**src/rtl/rca_word_sequencer_pkg.sv**
```systemverilog
// rca_word_sequencer_pkg: shared state codes and sizing constants for the nibble-serial adder
package rca_word_sequencer_pkg;
    localparam logic [1:0] IDLE = 2'd0;
    localparam logic [1:0] ADD  = 2'd1;
    localparam logic [1:0] DONE = 2'd2;
    localparam int NIB_W = 4;
    localparam int NIBBLES_DEF = 4;
endpackage

```
**src/rtl/rca_word_sequencer_four_bit_rca.sv**
```systemverilog
// four_bit_rca: 4-bit ripple-carry adder shared by every nibble of the sequencer
module four_bit_rca (
    input  logic [3:0] A,
    input  logic [3:0] B,
    input  logic       Cin,
    output logic [3:0] S,
    output logic       Cout
);
    logic [4:0] c;
    assign c[0] = Cin;
    genvar i;
    generate
        for (i = 0; i < 4; i++) begin : g_bit
            assign S[i]   = A[i] ^ B[i] ^ c[i];
            assign c[i+1] = (A[i] & B[i]) | (c[i] & (A[i] ^ B[i]));
        end
    endgenerate
    assign Cout = c[4];
endmodule

```
**src/rtl/rca_word_sequencer.sv**
```systemverilog
// rca_word_sequencer: adds two W-bit words one nibble per cycle through a single 4-bit RCA
module rca_word_sequencer
    import rca_word_sequencer_pkg::*;
#(
    parameter int NIBBLES = NIBBLES_DEF
) (
    input  logic                     clk,
    input  logic                     rst,
    input  logic                     start,
    input  logic [NIB_W*NIBBLES-1:0] a,
    input  logic [NIB_W*NIBBLES-1:0] b,
    input  logic                     cin,
    output logic                     busy,
    output logic                     done,
    output logic [NIB_W*NIBBLES-1:0] sum,
    output logic                     cout,
    output logic                     ovf
);
    localparam int W  = NIB_W * NIBBLES;
    localparam int IW = $clog2(NIBBLES);

    logic [1:0]       state;
    logic [IW-1:0]    idx;
    logic [W-1:0]     a_r, b_r, work;
    logic             cin_r, carry, co, last;
    logic [NIB_W-1:0] s;

    assign last = idx == IW'(NIBBLES - 1);
    assign busy = state == ADD;
    assign done = state == DONE;

    four_bit_rca u_rca (
        .A   (a_r[idx*NIB_W +: NIB_W]),
        .B   (b_r[idx*NIB_W +: NIB_W]),
        .Cin (idx == '0 ? cin_r : carry),
        .S   (s),
        .Cout(co)
    );

    // the final nibble goes straight to sum so partial words never reach the output
    always_ff @(posedge clk or posedge rst) begin
        if (rst) begin
            state <= IDLE;
            idx   <= '0;
            a_r   <= '0;
            b_r   <= '0;
            cin_r <= 1'b0;
            carry <= 1'b0;
            work  <= '0;
            sum   <= '0;
            cout  <= 1'b0;
            ovf   <= 1'b0;
        end else if (state == ADD) begin
            work[idx*NIB_W +: NIB_W] <= s;
            carry <= co;
            idx   <= last ? '0 : idx + IW'(1);
            if (last) begin
                state <= DONE;
                sum   <= {s, work[W-NIB_W-1:0]};
                cout  <= co;
                ovf   <= (a_r[W-1] == b_r[W-1]) && (s[NIB_W-1] != a_r[W-1]);
            end
        end else if (start) begin
            state <= ADD;
            a_r   <= a;
            b_r   <= b;
            cin_r <= cin;
            idx   <= '0;
        end else begin
            state <= IDLE;
        end
    end
endmodule

```
**config.mk**
```make
export PLATFORM = sky130hd
export DESIGN_NAME = rca_word_sequencer
export DESIGN_NICKNAME = d
export VERILOG_FILES = /design/src/rtl/rca_word_sequencer_pkg.sv /design/src/rtl/rca_word_sequencer_four_bit_rca.sv /design/src/rtl/rca_word_sequencer.sv
export SDC_FILE = /design/constraint.sdc
export NUM_CORES = 1
export LEC_CHECK = 0
export BUFFER_PORTS_ARGS = -buffer_cell sky130_fd_sc_hd__buf_2
export CAP_MARGIN = 20
export CORE_UTILIZATION = 37
export CTS_CLUSTER_SIZE = 24
export DETAILED_ROUTE_END_ITERATION = 16
export PLACE_DENSITY = 0.61
export SETUP_SLACK_MARGIN = 0.02
export SKIP_LAST_GASP = 1
export SLEW_MARGIN = 15
export SYNTH_ARGS = -nofsm -noshare
export SYNTH_HDL_FRONTEND = slang
export SYNTH_SLANG_ARGS = --single-unit
```
**constraint.sdc**
```tcl
create_clock -name clk -period 5.9 [get_ports clk]
set_input_delay 0.295 -clock clk [delete_from_list [all_inputs] [get_ports clk]]
set_output_delay 0.295 -clock clk [all_outputs]
set_load 0.03 [all_outputs]
```
==> key figures, run 1 <==
Yosys
  – Syn Area/Cell: 15.5 um^2
  – Area contributors post-synth: dfrtp_1, mux2_4, mux2_2, mux4_2, fa_1
  – Synth warn: 0
  – Syn nets: 248
  – Post-synth top area cell: dfrtp_1
  – Top-area cell type share of the netlist area: 54.1%
  – Post-synthesis sequential area ratio: 54.1%
  – Gate Count Post-Synth: 203
  – Seq cells post-synth: 68
  – Post-Syn Area: 0.00315 mm^2
  – Distinct cells, synth: 27

GRT
  – Gr ovfl total: 0
  – First-pass GRT wire length: 9.29 mm
  – Total track usage: 14.2%
  – Largest net degree at the start of global routing: 69
  – Initial antenna violation count: 0
  – Vias in the first global route: 1849

Routing
  – Antenna viol nets, final: 0
  – Via density: 4.79
  – WL met1: 2.66 mm
  – Initial DRC Count: 56
  – Top sig layer: met4
  – DRC viols: 0
  – Drt pass-1 iters: 4
  – Via count: 1773
  – WL per Instance: 14.8 um
  – Wire length on met2: 2.48 mm
  – WL met3: 225 um
  – Total routed wirelength: 5.47 mm

Power
  – Maximum VDD drop: 0.256 mV
  – P per Cell Area: 634 mW/mm^2
  – LEAKAGE: 1.84 nW

Timing
  – Hold slack: 0.173 ns
  – Max-slew violations: 0
  – Slew margin rel.: 37.3%
  – Fin Setup TNS: 0 ns
  – Setup Viol. Count Final: 0
  – Setup repair after global routing missed its margin: no
  – Tightest Pin Transition: 0.938 ns
  – Hold Vio Cnt, Final: 0
  – Clk_skew: 0.0100 ns
  – Max Clk Rate: 0.279 GHz
  – Minimum clock period: 3.58 ns
  – Final period util: 60.8%

Layout
  – Layout area overhead: 15.4%
  – Commonest non-fill, non-tap cell in the layout: dfrtp_1
  – Leading cell types in the layout, fill and taps excluded: dfrtp_1, buf_2, mux2_4
  – Share of cells above drive strength 1: 49.8%
  – Diodes inserted: 0
  – Nets@finish: 305
  – Post-Route Utilization: 44.2%

Floorplanning
  – Die height: 94.2 um
  – Rows: 33
  – Top Ports: 56
  – Initial Utilization: 38.3%
  – Die Footprint: 0.00887 mm^2
  – Core area: 0.00822 mm^2
  – Die Span X: 94.2 um

Setup path
  – WP data arrival: 3.83 ns
  – Critical path class: reg -> reg
  – Startpoint Class: flip-flop
  – R2r worst-path depth: 13
  – Worst setup EP type: flip-flop
  – Crit-path max FO: 17
  – Crit path required time: 6.14 ns

Clocking
  – Total CTS buffers: 9
  – Root Driver: clkbuf_8
  – Clock Latency Late Sink: 0.35 ns
  – Hold buffers post-CTS: 0
  – Setup bufs post-CTS: 0
  – Clock slew at reported path FFs: 0.07 ns
  – Maximum root-to-sink buffer count: 2
  – H-tree Lvls: 3
  – Resize count post-CTS: 0
  – CTS tree: done
  – Clk sinks: 68

Placement
  – Hpwl dp: 3.80 mm
  – Placer Congestion: 0.717
  – IO buf count: 55

Status
  – Status: completed

Hold path
  – Hold WC Path Type: in -> reg
  – Hold path cells: 2

Run
  – Max Cap Viol: 0
[worst max-delay path, stage by stage (launching register included)]
cell and delay [ns]:
dfrtp_1 0.78, inv_1 0.23, ha_1 0.30, mux2i_1 0.14, fa_1 0.35, inv_1 0.08
fa_1 0.16, inv_1 0.05, fa_1 0.35, inv_1 0.07, fa_1 0.51, and3b_1 0.25
a21oi_1 0.04, o21ai_0 0.17
[where the power goes]
| group | switching (mW) | internal, mW |
|---|---|---|
| sequential | 0.161 | 0.683 |
| clock | 0.180 | 0.162 |
| combinational | 0.546 | 0.569 |
| total | 0.887 | 1.41 |
[per-stage QoR]
stage	power (mW)	setup slack, ns	std cells	area [um^2]
2_1_floorplan	1.72	2.74	203	3150
3_3_place_gp	1.98	2.42	354	3450
3_5_place_dp	2.00	2.28	354	3450
4_1_cts	2.35	2.24	370	3630
5_1_grt	2.48	2.08	370	3630
6_report	2.30	2.32	370	3630
[routing by layer]
metal	vias to the layer above	track usage (%)
li1	835	-
met1	882	19.3
met2	45	20.8
met3	11	4.61
met4	0	5.77
met5	-	0
[cell type report]
cell class	count	area (um^2)
fill	775	4590
clock inverter	6	40.0
multi-input combinational	114	1290
inverter	11	41.3
timing repair buffer	56	283
sequential	68	1700
tap	105	131
clock buffer	10	138
[cell usage after synthesis (all sizes together)]
library cell	instances
nand2b	1
and2b	1
nand4	2
a21oi	1
mux2	49
ha	5
inv	11
o21ai	9
nor3b	2
or4b	1
a22o	7
mux2i	1
dfrtp	68
o31ai	1
mux4	8
buf	10
nand3b	4
nor2b	2
fa	4
nor4b	1
nand2	10
nor2	4
and3b	1
[flip-flops by register name (all words and copies together) (netlist names)]
name and count:
a_r 16, b_r 16, carry 1, cin_r 1
cout 1, idx 2, ovf 1, state 2
sum 16, work 12
[kinds of logic after synthesis]
family	synth area share, %
multiplexers	27.2
AND/OR/NAND/NOR	5.69
flip-flops	54.1
AO/OA/AOI/OAI	3.78
buffers and inverters	4.73
adder cells (fa/ha/maj)	4.53
[final timing paths]
check	from	to	slack (ns)
setup / recovery	idx[0]	ovf	2.32
hold / removal	a[7]	a_r[7]	0.17
setup reg to reg	idx[0]	ovf	2.32
hold reg to reg	work[0]	work[0]	0.48
max in group asynchronous	rst	b_r[4]	5.17
min in group asynchronous	rst	a_r[11]	0.18
No activity file was read; power rests on OpenSTA's default activity.
==> run 2: changes to the inputs <==
==> constraint.sdc (replaced) <==
create_clock -name clk -period 3.5 [get_ports clk]
set_input_delay 0.175 -clock clk [delete_from_list [all_inputs] [get_ports clk]]
set_output_delay 0.175 -clock clk [all_outputs]
set_load 0.03 [all_outputs]
==> key figures, run 2 (synthesis gave the netlist of run 1 again) <==
Status
  – Status: completed

Setup path
  – Crit-path slowest cell: dfrtp_1
  – Critical path class: reg -> reg
  – Crit path capture: ovf
  – Crit-path max FO: 9 (-8)
  – Worst-path cell chain: inv_1, ha_1, mux2i_1, fa_1, inv_1, fa_1, inv_1, fa_1, inv_1, fa_1, and3b_1, a21oi_1, o21ai_0
  – Critical path's top delay family: adder cells
  – Worst setup EP type: flip-flop
  – Critical path origin: idx[0]
  – WP data arrival: 3.46 ns (-0.37 ns)
  – Crit path required time: 3.75 ns (-2.39 ns)
  – FF-to-FF End: ovf
  – Crit path depth: 13 (unchanged)
  – Startpoint Class: flip-flop
  – R2R setup slack: 0.29 ns (-2.03 ns)
  – Worst r2r src: idx[0]
  – Crit path largest cell delay: 0.54 ns (-0.24 ns)
  – R2r worst-path depth: 13 (unchanged)
  – Buffers plus inverters on the worst setup path: 4 (unchanged)

Clocking
  – Root Driver: clkbuf_8
  – Maximum root-to-sink buffer count: 2 (unchanged)
  – Clock Latency Late Sink: 0.35 ns (about the same)
  – Setup bufs post-CTS: 0 (unchanged)
  – Clk sinks: 68 (unchanged)
  – H-tree Lvls: 3 (unchanged)
  – Hold buffers post-CTS: 0 (unchanged)
  – Clock slew at reported path FFs: 0.07 ns (about the same)
  – Resize count post-CTS: 0 (unchanged)
  – CTS tree: done
  – Total CTS buffers: 9 (unchanged)

Timing
  – Max-slew violations: 0 (unchanged)
  – Setup repair after global routing missed its margin: no
  – Final period util: 91.8% (+31 points)
  – Setup Viol. Count Final: 0 (unchanged)
  – Tightest Pin Transition: 0.935 ns (-0.00333 ns)
  – Hold Vio Cnt, Final: 0 (unchanged)
  – Max Clk Rate: 0.311 GHz (+12%)
  – Hold slack: 0.0159 ns (-0.157 ns)
  – Minimum clock period: 3.21 ns (-0.372 ns)
  – Slew margin rel.: 37.5% (+0.22 points)
  – Fin Setup TNS: 0 ns (unchanged)
  – Clk_skew: 0.00846 ns (-0.00156 ns)

Floorplanning
  – Core area: 0.00822 mm^2 (unchanged)
  – Initial Utilization: 38.3% (unchanged)
  – Die height: 94.2 um (unchanged)
  – Top Ports: 56 (unchanged)
  – Die Span X: 94.2 um (unchanged)
  – Rows: 33 (unchanged)
  – Die Footprint: 0.00887 mm^2 (unchanged)

Placement
  – IO buf count: 55 (unchanged)
  – Hpwl dp: 4.09 mm (+7.8%)
  – DP Area: 0.00347 mm^2 (+0.65%)
  – Placer Congestion: 0.719 (+0.20%)
  – Placed cells: 357 (+0.85%)

Layout
  – Layout area overhead: 17.3%
  – Finished Cell Area: 0.00369 mm^2 (+1.7%)
  – Leading cell types in the layout, fill and taps excluded: dfrtp_1, buf_2, mux2_4
  – Share of cells above drive strength 1: 50.4% (+0.56 points)
  – Filler Cell Count: 765 (-1.3%)
  – Post-route insts no fill: 373 (+0.81%)
  – Biggest regs: a_r (16), b_r (16), sum (16)
  – Diodes inserted: 0 (unchanged)
  – Nets@finish: 308 (+0.98%)
  – Commonest non-fill, non-tap cell in the layout: dfrtp_1

Hold path
  – Hold WC Path Type: in -> async

Run
  – Max Cap Viol: 0 (unchanged)

Routing
  – Total routed wirelength: 5.59 mm (+2.2%)
  – Antenna viol nets, final: 0 (unchanged)
  – DRC viols: 0 (unchanged)
  – Via count: 1777 (+0.23%)
  – Drt pass-1 iters: 4 (unchanged)
  – Via density: 4.76 (-0.58%)
  – Initial DRC Count: 78 (+39%)
  – WL per Instance: 15.0 um (+1.4%)

Power
  – Tot Pwr: 4.02 mW (+75%)
  – LEAKAGE: 1.88 nW (+2.4%)
  – P per Cell Area: 1090 mW/mm^2 (+72%)
  – Maximum VDD drop: 0.511 mV (+100%)

GRT
  – Gr ovfl total: 0 (unchanged)
  – Total track usage: 14.7% (+0.53 points)
  – Initial antenna violation count: 0 (unchanged)
  – Largest net degree at the start of global routing: 45 (-35%)
  – First-pass GRT wire length: 9.54 mm (+2.7%)
  – Vias in the first global route: 1850 (+0.054%)
==> run 2: metrics by stage <==
| step | util [%] | setup WS (ns) |
|---|---|---|
| 2_1_floorplan | - | 0.344 |
| 6_report | 44.9 | 0.288 |
| 3_3_place_gp | 42.3 | 0.379 |
| 5_1_grt | 44.9 | 0.0822 |
| 3_5_place_dp | 42.3 | 0.273 |
| 4_1_cts | 44.9 | 0.240 |
==> run 2: worst register-to-register path, stage by stage (launching register included) <==
cell and delay [ns]:
dfrtp_1 0.54, inv_1 0.17, ha_1 0.28, mux2i_1 0.14, fa_1 0.36, inv_1 0.07, fa_1 0.16, inv_1 0.05
fa_1 0.35, inv_1 0.07, fa_1 0.49, and3b_1 0.25, a21oi_1 0.04, o21ai_0 0.14
==> run 2: routing by layer <==
layer,wire (um),share of wire (%),up-vias,GRT usage (%)
li1,-,-,837,-
met1,2560,46,880,19.1
met2,2660,48,49,21.9
met3,273,4.9,11,5.42
met4,97,1.7,0,6.54
met5,0,0,-,0
==> run 2: power by group <==
| group | total (mW) | leakage, nW | switching, mW | internal, mW |
|---|---|---|---|---|
| Clock | 0.690 | 0.109 | 0.292 | 0.398 |
| Combinational | 1.93 | 0.922 | 0.951 | 0.982 |
| Sequential | 1.40 | 0.853 | 0.246 | 1.15 |
==> run 2: how the worst min path moves through the flow <==
| stage | cells past startpoint | slack [ns] | end | start |
|---|---|---|---|---|
| after floorplan | 1 | 0.27 | idx[1] | start |
| after global placement | 2 | 0.41 | b_r[11] | b[11] |
| after detailed placement | 2 | 0.41 | b_r[7] | b[7] |
| after CTS | 2 | 0.04 | sum[14] | rst |
| after global routing | 2 | 0.03 | b_r[14] | b[14] |
| final | 2 | 0.02 | idx[0] | rst |
==> run 2: cell type report <==
cell class              count  area [um^2]  share of cell area [%]
flip-flops and latches     68         1700                    46.1
multi-input cells         114         1290                    35.1
repair buffers             59          305                    8.27
well taps                 105          131                    3.56
clock buffers               9          124                    3.36
clock inverters             7         91.3                    2.48
inverters                  11         41.3                    1.12
